--- src/rtl/pc_seq_pkg.sv ---
// Shared types and helpers for the fetch-stage program counter.
package pc_seq_pkg;

    typedef enum logic [1:0] {
        ST_BOOT,
        ST_RUN,
        ST_HALT
    } state_e;

    localparam int unsigned STEP = 4;

    function automatic logic [1:0] align_mask(input int ialign);
        return (ialign == 16) ? 2'b01 : 2'b11;
    endfunction

endpackage

--- src/rtl/pc_target_calc.sv ---
// Redirect target arithmetic, alignment check and prioritised next-PC select.
module pc_target_calc
    import pc_seq_pkg::*;
#(
    parameter int XLEN   = 32,
    parameter int IALIGN = 32
) (
    input  logic [XLEN-1:0] pc,
    input  logic [XLEN-1:0] ex_pc,
    input  logic [XLEN-1:0] immediate,
    input  logic [XLEN-1:0] jump_target,
    input  logic [XLEN-1:0] trap_vector,
    input  logic            trap,
    input  logic            jalr,
    input  logic            pc_src,
    input  logic            advance,
    output logic [XLEN-1:0] next_pc,
    output logic [XLEN-1:0] tvec_masked,
    output logic [XLEN-1:0] bad_target,
    output logic            misalign
);

    localparam logic [1:0] AMASK = align_mask(IALIGN);

    logic [XLEN-1:0] mask_x;
    logic [XLEN-1:0] br_tgt;
    logic [XLEN-1:0] jalr_tgt;
    logic [XLEN-1:0] sel_tgt;

    assign mask_x      = {{(XLEN-2){1'b0}}, AMASK};
    assign br_tgt      = ex_pc + immediate;
    assign jalr_tgt    = {jump_target[XLEN-1:1], 1'b0};
    assign tvec_masked = trap_vector & ~mask_x;

    always_comb begin
        sel_tgt    = jalr ? jalr_tgt : br_tgt;
        next_pc    = pc;
        misalign   = 1'b0;
        bad_target = sel_tgt;
        if (trap) begin
            next_pc = tvec_masked;
        end else if (jalr || pc_src) begin
            // A bad control-flow target diverts straight to the handler.
            if ((sel_tgt & mask_x) != '0) begin
                next_pc  = tvec_masked;
                misalign = 1'b1;
            end else begin
                next_pc = sel_tgt;
            end
        end else if (advance) begin
            next_pc = pc + XLEN'(STEP);
        end
    end

endmodule

--- src/rtl/pc_sequencer.sv ---
// Fetch program counter: BOOT/RUN/HALT control, redirects and
// valid/ready handshake toward instruction memory.
module pc_sequencer
    import pc_seq_pkg::*;
#(
    parameter int              XLEN         = 32,
    parameter logic [XLEN-1:0] RESET_VECTOR = '0,
    parameter int              IALIGN       = 32
) (
    input  logic            clk,
    input  logic            reset,
    input  logic            fetch_ready,
    input  logic            pc_src,
    input  logic            jalr,
    input  logic [XLEN-1:0] ex_pc,
    input  logic [XLEN-1:0] immediate,
    input  logic [XLEN-1:0] jump_target,
    input  logic            trap,
    input  logic [XLEN-1:0] trap_vector,
    input  logic            halt,
    input  logic            resume,
    output logic [XLEN-1:0] pc,
    output logic            pc_valid,
    output logic            halted,
    output logic            misalign,
    output logic [XLEN-1:0] bad_addr
);

    state_e          state_q, state_d;
    logic [XLEN-1:0] pc_q, pc_d;
    logic            misalign_q, misalign_d;
    logic [XLEN-1:0] bad_addr_q, bad_addr_d;

    logic            run;
    logic [XLEN-1:0] calc_pc;
    logic [XLEN-1:0] tvec_m;
    logic [XLEN-1:0] calc_bad;
    logic            calc_mis;

    assign run = (state_q == ST_RUN);

    // A pending halt freezes sequential advance even if memory accepts.
    pc_target_calc #(
        .XLEN   (XLEN),
        .IALIGN (IALIGN)
    ) u_calc (
        .pc          (pc_q),
        .ex_pc       (ex_pc),
        .immediate   (immediate),
        .jump_target (jump_target),
        .trap_vector (trap_vector),
        .trap        (trap),
        .jalr        (jalr & run),
        .pc_src      (pc_src & run),
        .advance     (run & fetch_ready & ~halt),
        .next_pc     (calc_pc),
        .tvec_masked (tvec_m),
        .bad_target  (calc_bad),
        .misalign    (calc_mis)
    );

    always_comb begin
        state_d    = state_q;
        pc_d       = pc_q;
        misalign_d = 1'b0;
        bad_addr_d = bad_addr_q;
        unique case (state_q)
            ST_BOOT: state_d = ST_RUN;
            ST_RUN: begin
                pc_d       = calc_pc;
                misalign_d = calc_mis;
                if (calc_mis) bad_addr_d = calc_bad;
                if (halt) state_d = ST_HALT;
            end
            ST_HALT: begin
                if (trap) begin
                    pc_d    = tvec_m;
                    state_d = ST_RUN;
                end else if (resume && !halt) begin
                    state_d = ST_RUN;
                end
            end
            default: state_d = ST_BOOT;
        endcase
    end

    always_ff @(posedge clk or negedge reset) begin
        if (!reset) begin
            state_q    <= ST_BOOT;
            pc_q       <= RESET_VECTOR;
            misalign_q <= 1'b0;
            bad_addr_q <= '0;
        end else begin
            state_q    <= state_d;
            pc_q       <= pc_d;
            misalign_q <= misalign_d;
            bad_addr_q <= bad_addr_d;
        end
    end

    assign pc       = pc_q;
    assign pc_valid = (state_q == ST_RUN);
    assign halted   = (state_q == ST_HALT);
    assign misalign = misalign_q;
    assign bad_addr = bad_addr_q;

endmodule

--- config.mk ---
export PLATFORM = sky130hd
export DESIGN_NAME = pc_sequencer
export DESIGN_NICKNAME = d
export VERILOG_FILES = /design/src/rtl/pc_seq_pkg.sv /design/src/rtl/pc_target_calc.sv /design/src/rtl/pc_sequencer.sv
export SDC_FILE = /design/constraint.sdc
export NUM_CORES = 1
export LEC_CHECK = 0
export ABC_CLOCK_PERIOD_IN_PS = 3800
export BUFFER_PORTS_ARGS = -buffer_cell sky130_fd_sc_hd__buf_2
export CAP_MARGIN = 20
export CORE_UTILIZATION = 45
export CTS_CLUSTER_DIAMETER = 80
export DETAILED_ROUTE_END_ITERATION = 12
export GPL_ROUTABILITY_DRIVEN = 1
export PLACE_DENSITY = 0.84
export SYNTH_ARGS = -nofsm -noshare
export SYNTH_HDL_FRONTEND = slang
export SYNTH_SLANG_ARGS = --single-unit
export TNS_END_PERCENT = 10
--- constraint.sdc ---
create_clock -name clk -period 3.8 [get_ports clk]
set_input_delay 0.76 -clock clk [delete_from_list [all_inputs] [get_ports clk]]
set_output_delay 0.76 -clock clk [all_outputs]
set_load 0.05 [all_outputs]
# == After elaboration in Yosys (flattened, before gate mapping) ==
# Index checks and enable logic that the tools add are counted.
# word_totals
ff_bits,67
# classes
bitwise,5
n_mux,15
n_eq_ne,6
n_reduce_logical,9
add_sub_neg,2
# ops
op,count
two-way mux 32 bit,6
one-hot mux 32 bit (2 select lines),1
"adder 32 x 3 -> 32 bit, second input constant",1
adder 32 bit,1
nonzero test 32 bit,1
two-way mux 2 bit,3
one-hot mux 2 bit (3 select lines),1
AND 1 bit,4
two-way mux 1 bit,4
"inequality test 2 bit, second input constant",2
"inequality test 4 x 2 -> 1 bit, second input constant",1
AND reduction 2 bit,2
"inequality test 3 x 2 -> 1 bit, second input constant",1
AND reduction 3 bit,1
"equality test 2 x 1 -> 1 bit, second input constant",1
"equality test 2 bit, second input constant",1
logical NOT 2 bit,1
nonzero test 2 bit,1
logical AND 1 bit,1
logical NOT 1 bit,1
logical OR 1 bit,1
inverter 1 bit,1

# == Longest topological paths before layout ==
# Gate-level depths: netlist (run 1).
# depth
ltp_word,8
ltp_mapped,14

# == By module ==
# A second synthesis (run 1) with hierarchy kept.
# hier_totals
hier_cells,824
area_unflattened_um2,6804.0
# by_module_without_submodules
module,seq_area_each_um2,instances,cells_each,area_per_inst_um2
pc_target_calc,0.0,1,558,3728.6
pc_sequencer,1676.6,1,266,3075.4

# == Least setup slack after synthesis (run 1) ==
# Ideal clock, no wire load.
# synth_path
path_kind,input port to flip-flop
from,in ex_pc[0]
to,"reg pc_q[24], in the netlist pc[24]"
t_arrival_ps,2935
cell_stages,12
slack_ps,783
setup_time_ps,82
t_required_ps,3718
path_cell_list,ha_1 > inv_1 > fa_1 > or2b_1 > a21o_2 > a21oi_2 > nor2_1 > o21ba_2 > o21a_1 > o311ai_2 > o211ai_1 > a31oi_1
# synth_between
elab_chain_len,7
# synth_lines
element,line_no,text
from (decl),pc_sequencer.sv:15,"input logic [XLEN-1:0] ex_pc,"
adder 32 bit (*),pc_target_calc.sv:31,assign br_tgt = ex_pc + immediate;
two-way mux 32 bit (*),pc_target_calc.sv:36,sel_tgt = jalr ? jalr_tgt : br_tgt;
nonzero test 32 bit,pc_target_calc.sv:44,if ((sel_tgt & mask_x) != '0) begin
two-way mux 32 bit (*),pc_target_calc.sv:44,
two-way mux 32 bit (*),pc_target_calc.sv:42,end else if (jalr || pc_src) begin
two-way mux 32 bit (*),pc_target_calc.sv:40,if (trap) begin
one-hot mux 32 bit (2 select lines) (*),pc_sequencer.sv:67,unique case (state_q)
to (signal assigned),pc_sequencer.sv:95,pc_q <= pc_d;
to (decl),pc_sequencer.sv:30,"logic [XLEN-1:0] pc_q, pc_d;"
# Mark *: on every way between the ends. The rest lies on a longest branch, timed or not.
# A chain may end at the register's enable or synchronous reset.

# == Final worst setup path (run 1) ==
# Same ends and word-level chain as after synthesis.

==> impl_results.md, run 1 <==
- Crit path launch type: input pin
- CP required: 4.06 ns
- Pwr dens: 805.4 mW/mm^2
- CTS Hold Bufs: 0
- First-pass GRT wire length: 32.27 mm
- Reg2reg start: state_q[1]
- Pre-Repair DR Iteration Count: 5
- Detailed-route wire length per cell: 17.60 um
- Die Y-Extent: 117.8 um
- Tot Pwr: 6.007 mW
- Number of buffers on the longest clock path: 2
- Fin crit period: 3.146 ns
- CTS sink count: between 60 and 70
- Clk Latency, worst-skew pair: 0.33 ns
- IO Pins: 203
- Synthesized area per cell: 7.671 um^2
- Fmax: 317.9 MHz
- Die W: 117.8 um
- Max VDD drop: 0.3918 mV
- Slew HR: 46.34%
- Ys Warns: 0
- CTS root buf: clkbuf_16
- Final hold slack: around 0.4 ns
- Max Clock Skew: 0.005544 ns
- Worst-Margin Slew: 0.8049 ns
- R2R Path End: pc[25]
- Post-CTS setup repair buffer count: 0
- Post-detailed-placement half-perimeter wirelength: 15.89 mm
- Final TNS setup: 0 ns
- FF-to-FF path depth: 11
- Clock slew at the register clock pins of the worst setup and hold paths: 0.06 ns
- WL final: between 20 and 25 mm
- Tcrit/Tclk final: a little over 80%
- Residual DRC: 0
- Most frequent cells in the layout: buf_2 (199), nand2_1 (90), nor2_1 (88)
- Post-cts resize count: 0
- Core Area: 0.01282 mm^2
- CTS tree: built
- N_diodes: 0
- Total track usage: 29.12%
- Detailed-route vias per instance: 5.977
- Setup crit end kind: flip-flop
- Cts bufs inserted: 9
- Slew Viols, Final: 0
- Net count, final: 1,145
- Worst-path cell chain: buf_2, ha_1, inv_1, fa_1, or2b_1, a21o_2, a21oi_2, nor2_1, o21ba_2, o21a_1, o311ai_2, o211ai_1, a31oi_1
- Starting Density: 47.07%
- Post-route ant nets: 0
- Critical Path Source: ex_pc[0]
- Cell Rows: 41
- Sequential area share after synthesis: 27.77%
- # port buffers: between 150 and 200
- Placed instance count: 1,134
- Critical path type: input pin to flip-flop
- Cell count after synthesis: 787
- Crit path arrival time: 3.40 ns
- Max-Cap Viols: 0
- Top FF cell, synth: dfrtp_1
- Total number of vias: 6,874
- Fin util: 58.16%
- GPL Wtd Cong: 0.9742
- Post-Syn Area: around 0.006 mm^2
- Grt ovf: 0
- Final setup vio count: 0
- Critical path's largest stage delay: about 0.40 ns
- Share of layout cells above drive strength 1: roughly a quarter
- Leakage: 3.494 nW
- CP max stage cell: fa_1
- H-tree lvl count: 3
- CP Max Fanout: 4
- Fin area: 0.007458 mm^2
- Commonest non-fill, non-tap cell in the layout: buf_2
- Final hold violations: 0
- Post-Syn Nets: 959
- Cell Area, Placed: between 0.007 and 0.008 mm^2
- Post-synth cell types: 69
- Die area: 0.01388 mm^2
- Register bit total from synthesis: 67
- Non-filler cells, final: 1,150
- RSZ-0062 raised after global routing: false
- Area growth syn-to-layout: 23.54%
- Post-synth EDFFs: 0
- Run status: completed
- Iter 0 DRT Violations: 794
- Pre-CTS WS: 0.3564 ns
- Vias in the first global route: 6,403
- Post-route setup slack: 0.6544 ns
- Fraction of registers with async set or reset after synthesis: 100.0%
- Initial antenna violation count: 1
- Reg2Reg Setup Slack: 0.85 ns
- Largest net degree at the start of global routing: 48
- Worst hold-check path type: input pin to asynchronous set/reset pin
[synthesized netlist by cell type, types with 6 or more instances]
cell,number,area share [%]
a21o_1,17,2.1
ha_1,35,7.3
a31oi_1,14,1.5
o21ai_1,7,0.58
nand4_1,11,1.1
nand2_1,90,5.6
o22ai_1,10,1.0
nor3_1,25,2.1
nor2b_1,6,0.62
and4_1,6,0.87
nor2_1,88,5.5
and3_1,13,1.3
clkbuf_1,22,1.4
a211oi_1,8,0.99
a22oi_1,7,0.87
nand3_1,36,3.0
o21ai_0,59,4.9
dfrtp_1,67,28
xnor2_1,24,3.5
or3_1,10,1.0
inv_1,15,0.93
a21oi_1,73,6.1
buf_2,10,0.83
xor2_1,24,3.5
mux2i_1,6,0.99
[state kept, by name (all words and copies together) (netlist names)]
signal	cells
bad_addr	32
pc	32
state_q	2
misalign	1
[worst max-delay path, delay by kind of cell]
family                     cells  cell delay (ns)
adders and majority gates      2             0.55
buffers and inverters          2             0.14
and+or+nand+nor                2             0.37
AOI/OAI and AO/OA              7             1.57
[final cells by class]
| type | instances | area [um^2] |
|---|---|---|
| clock inverter | 5 | 52.55 |
| sequential | 67 | 1677 |
| clock buffer | 11 | 242.7 |
| multi-input combinational | 666 | 4110 |
| fill | 1208 | 5366 |
| timing repair buffer | 213 | 1101 |
| tap | 172 | 215.2 |
| inverter | 16 | 60.06 |
[report_power, final]
part	switching, mW	leakage [nW]	internal [mW]
Combinational	2.68	2.55	1.07
Clock	0.308	0.145	0.522
Sequential	0.360	0.794	1.06
[worst max path at each step]
stage / endpoint / slack, ns / cells past startpoint
3_5_place_dp: pc[24] / 0.36 / 13
6_report: pc[24] / 0.65 / 13
3_3_place_gp: pc[24] / 0.41 / 13
2_1_floorplan: pc[24] / 0.78 / 12
4_1_cts: pc[24] / 0.70 / 13
5_1_grt: pc[24] / 0.54 / 13
[metal layers]
| layer | vias up | track usage [%] | share of wire (%) |
|---|---|---|---|
| li1 | 3268 | - | - |
| met1 | 3168 | 39.01 | 43 |
| met2 | 382 | 44.78 | 45 |
| met3 | 54 | 5.959 | 9.0 |
| met4 | 2 | 13.70 | 3.6 |
| met5 | - | 0 | 0.059 |
[logic make-up after synthesis]
kind of cell | synth area share, %
mux | 1.927
compound gates | 27.32
flops | 27.77
fa+ha+maj | 7.586
simple gates | 24.29
buf+inv | 4.145
xor+xnor | 6.964
(Power assumes the default switching activity.)
==> run 2, diff against run 1 <==
- ABC_AREA: default -> 1
- ABC_CLOCK_PERIOD_IN_PS: 3800 -> 2790
- clock period: 3.8 -> 2.79 ns (I/O delays scaled with it)
==> run 2 against run 1 <==
Wire length increased by 12%. Sequential cell count unchanged. Synthesized cell count increased by 53%. Clock-buffer cell count unchanged. Global-route usage decreased by 0.79 points. Via count increased by 20%. Critical path depth increased by 5. First-iteration DRC count decreased by 32%. Largest cell class unchanged. Largest power group unchanged.
==> impl_results.md, run 2 <==
- Die W: 127.7 um (was 117.8 um)
- FF-to-FF path depth: 12 (was 11)
- Logic pwr share: 64.6% (was 62.5%)
- CP Max Fanout: 5 (was 4)
- Synthesized area per cell: 5.887 um^2 (was 7.671 um^2)
- Post-synthesis mux area share: 0% (was 1.927%)
- Final TNS setup: 0 ns (unchanged)
- Post-route ant nets: 0 (unchanged)
- Worst-Margin Slew: 0.5298 ns (was 0.8049 ns)
- CTS root buf: clkbuf_16 (unchanged)
- Sequential share of power: 22.1% (was 23.7%)
- Cell count after synthesis: 1,208 (was 787)
- Crit path launch type: input pin (unchanged)
- Clk Latency, worst-skew pair: 0.34 ns (was 0.33 ns)
- Final setup vio count: 0 (unchanged)
- Worst hold-check path type: input pin to asynchronous set/reset pin (unchanged)
- XOR/XNOR Fraction of Synth Area: 1.601% (was 6.964%)
- Reg2Reg Setup Slack: 0.44 ns (was 0.85 ns)
- IO Pins: 203 (unchanged)
- Core Area: 0.01531 mm^2 (was 0.01282 mm^2)
- Number of buffers on the longest clock path: 2 (unchanged)
- Register area: 0.001677 mm^2 (unchanged)
- Max-Cap Viols: 0 (unchanged)
- Pre-Repair DR Iteration Count: 7 (was 5)
- Largest net degree at the start of global routing: 56 (was 48)
- Run status: completed (unchanged)
- GPL Wtd Cong: 0.9505 (was 0.9742)
- Detailed-route vias per instance: 5.104 (was 5.977)
- # port buffers: 199 (unchanged)
- Pwr dens: 1035 mW/mm^2 (was 805.4 mW/mm^2)
- Commonest non-fill, non-tap cell in the layout: nand2_1 (was buf_2)
- Synth area leader: dfrtp_1 (unchanged)
- Post-CTS setup repair buffer count: 0 (unchanged)
- Area share of fa/ha/maj cells after synthesis: 6.439% (was 7.585%)
- Tcrit/Tclk final: 85.83%
- Register bit total from synthesis: 67 (unchanged)
- Max VDD drop: 1.314 mV (was 0.3918 mV)
- Tot Pwr: 8.925 mW (was 6.007 mW)
- Area of the multi-input gates: 0.004513 mm^2 (was 0.004110 mm^2)
- Ys Warns: 0 (unchanged)
- Top FF cell, synth: dfrtp_1 (unchanged)
- Clock Power Share: 13.4% (was 13.8%)
- Net count, final: 1,571 (was 1,145)
- Post-detailed-placement half-perimeter wirelength: 18.41 mm (was 15.89 mm)
- CP required: 3.02 ns (was 4.06 ns)
- Clock slew at the register clock pins of the worst setup and hold paths: 0.06 ns (about the same)
- Final hold violations: 0 (unchanged)
- Leakage: 4.839 nW (was 3.494 nW)
- Dominant cells by area after synthesis: dfrtp_1 (24%), nand2_1 (23%), inv_1 (10%) (was dfrtp_1 (28%), ha_1 (7.3%), a21oi_1 (6.1%))
- Largest family of logic cells by synthesized area: simple AND/OR/NAND/NOR gates (was compound AO/OA/AOI/OAI gates)
- H-tree lvl count: 3 (unchanged)
- Most frequent cells in the layout: nand2_1 (438), buf_2 (199), inv_1 (189) (was buf_2 (199), nand2_1 (90), nor2_1 (88))
- Post-cts resize count: 0 (unchanged)
- Starting Density: 46.44% (was 47.07%)
- Count leader, synth: nand2_1 (unchanged)
- CTS tree: built (unchanged)
- Cell Rows: 45 (was 41)
- Sw Pwr: 5.114 mW (was 3.353 mW)
- Critical path type: input pin to flip-flop (unchanged)
- Fin util: 56.30% (was 58.16%)
- Post-Syn Nets: 1,380 (was 959)
- Fraction of registers with async set or reset after synthesis: 100.0% (unchanged)
- First-pass GRT wire length: 36.25 mm (was 32.27 mm)
- Setup crit end kind: flip-flop (unchanged)
- Compound-Gate Fraction of Synth Area: 15.06% (was 27.32%)
- Iter 0 DRT Violations: 543 (was 794)
- Grt ovf: 0 (unchanged)
- Share of the synthesized area in the top cell type: 23.57% (was 27.77%)
- Most common library cells after synthesis: nand2_1 (438), inv_1 (189), nor2_1 (109) (was nand2_1 (90), nor2_1 (88), a21oi_1 (73))
- Vias in the first global route: 7,276 (was 6,403)
- Fmax: about 420 MHz
- Share of layout cells above drive strength 1: 19.23% (was 26.07%)
- Switching Share: 57.30% (was 55.83%)
- Sequential area share after synthesis: 23.57% (was 27.77%)
- Fin crit period: 2.395 ns
- R2R Path End: pc[9] (was pc[25])
- Reg2reg start: state_q[1] (unchanged)
- Total number of vias: 8,248 (was 6,874)
- Final hold slack: 0.1465 ns (was 0.3973 ns)
- Area growth syn-to-layout: 21.24% (was 23.54%)
- Die area: 0.01631 mm^2 (was 0.01388 mm^2)
- Post-synth cell types: 51 (was 69)
- Slew Viols, Final: 0 (unchanged)
- Total track usage: 28.34% (was 29.12%)
- Slew HR: 64.55% (was 46.34%)
- Non-filler cells, final: 1,616 (was 1,150)
- CTS sink count: 67 (unchanged)
- Die Y-Extent: 127.7 um (was 117.8 um)
- Detailed-route wire length per cell: 14.08 um (was 17.60 um)
- Internal Power: 3.811 mW (was 2.653 mW)
- Placed instance count: 1,599 (was 1,134)
- Crit path arrival time: 2.62 ns (was 3.40 ns)
- Residual DRC: 0 (unchanged)
- Post-synth EDFFs: 0 (unchanged)
- Simple-Gate Fraction of Synth Area: 40.36% (was 24.29%)
- # fillers: 1,602 (was 1,208)
- Post-Syn Area: 0.007112 mm^2 (was 0.006037 mm^2)
- Cts bufs inserted: 9 (unchanged)
- WL final: 22.76 mm (was 20.24 mm)
- CTS Hold Bufs: 0 (unchanged)
- Initial antenna violation count: 2 (was 1)
- Max Clock Skew: 0.007429 ns (was 0.005544 ns)
- RSZ-0062 raised after global routing: false (unchanged)
-- run 2: cell count changes after synthesis, moves of 10 or more --
cell,previous run,this run
nand3_1,36,93
or3_1,10,0
nor3_1,25,15
nor2_1,88,109
xnor2_1,24,5
inv_1,15,189
a31oi_2,0,10
clkbuf_1,22,12
and3_1,13,2
nand2_1,90,438
xor2_1,24,8
o21ai_0,59,27
a21o_1,17,1
-- run 2: worst max-delay path: stages --
cell and delay (ns):
buf_2 0.08, ha_1 0.21, inv_1 0.07, fa_1 0.36, inv_1 0.13, nand3_1 0.08, nand3_1 0.17, nand2_1 0.09
nand3_1 0.16, nand2_1 0.12, nand2_1 0.08, nand2_1 0.05, nand3_1 0.13, nand3_1 0.11, nand2_1 0.08, nand2_1 0.05
nand2_1 0.05, nand2_1 0.04
-- run 2: layout make-up --
type | count | area share [%]
clock buffers | 11 | 2.931
repair buffers | 213 | 13.06
diodes | 1 | 0.02902
clock inverters | 5 | 0.6966
multi-input cells | 915 | 52.34
inverters | 193 | 8.431
well taps | 211 | 3.062
flip-flops and latches | 67 | 19.45
-- run 2: per-stage QoR --
step	setup slack, ns	area [um^2]
after floorplan	0.4830	7112
after global routing	0.1647	8620
after global placement	0.1300	8307
after detailed placement	0.07179	8307
after CTS	0.4177	8620
final	0.3953	8622
-- run 2: per-layer routing --
layer,track usage [%],up-vias,part of all wire [%]
li1,-,4217,-
met1,38.42,3686,45
met2,46.93,319,46
met3,5.134,26,7.6
met4,6.505,0,1.8
met5,0,-,0
-- run 2: how the worst max path moves through the flow --
stage	from	to	slack [ns]	depth (start not counted)
2_1_floorplan	state_q[1]	pc[10]	0.48	10
3_3_place_gp	ex_pc[0]	pc[28]	0.13	18
3_5_place_dp	ex_pc[0]	pc[28]	0.07	18
4_1_cts	ex_pc[0]	pc[28]	0.42	18
5_1_grt	ex_pc[0]	pc[28]	0.16	18
6_report	ex_pc[0]	pc[28]	0.40	18
-- run 2: cell families (layout without fill, tap and decap cells) --
family,count (synthesis),in the layout
other,0,1
AOI/OAI and AO/OA,173,173
buffers and inverters,226,422
and+or+nand+nor,693,693
DFF,67,67
xor gates and xnor gates,13,13
adders and majority gates,36,36
-- run 2: power by group through the flow --
| stage | Combinational (mW) | Clock (mW) | Sequential, mW |
|---|---|---|---|
| after floorplan | 2.89 | 0 | 3.40 |
| after global placement | 5.66 | 0 | 1.97 |
| after detailed placement | 5.74 | 0 | 1.98 |
| after CTS | 5.76 | 1.20 | 1.97 |
| after global routing | 6.31 | 1.24 | 2.02 |
| final | 5.76 | 1.19 | 1.97 |
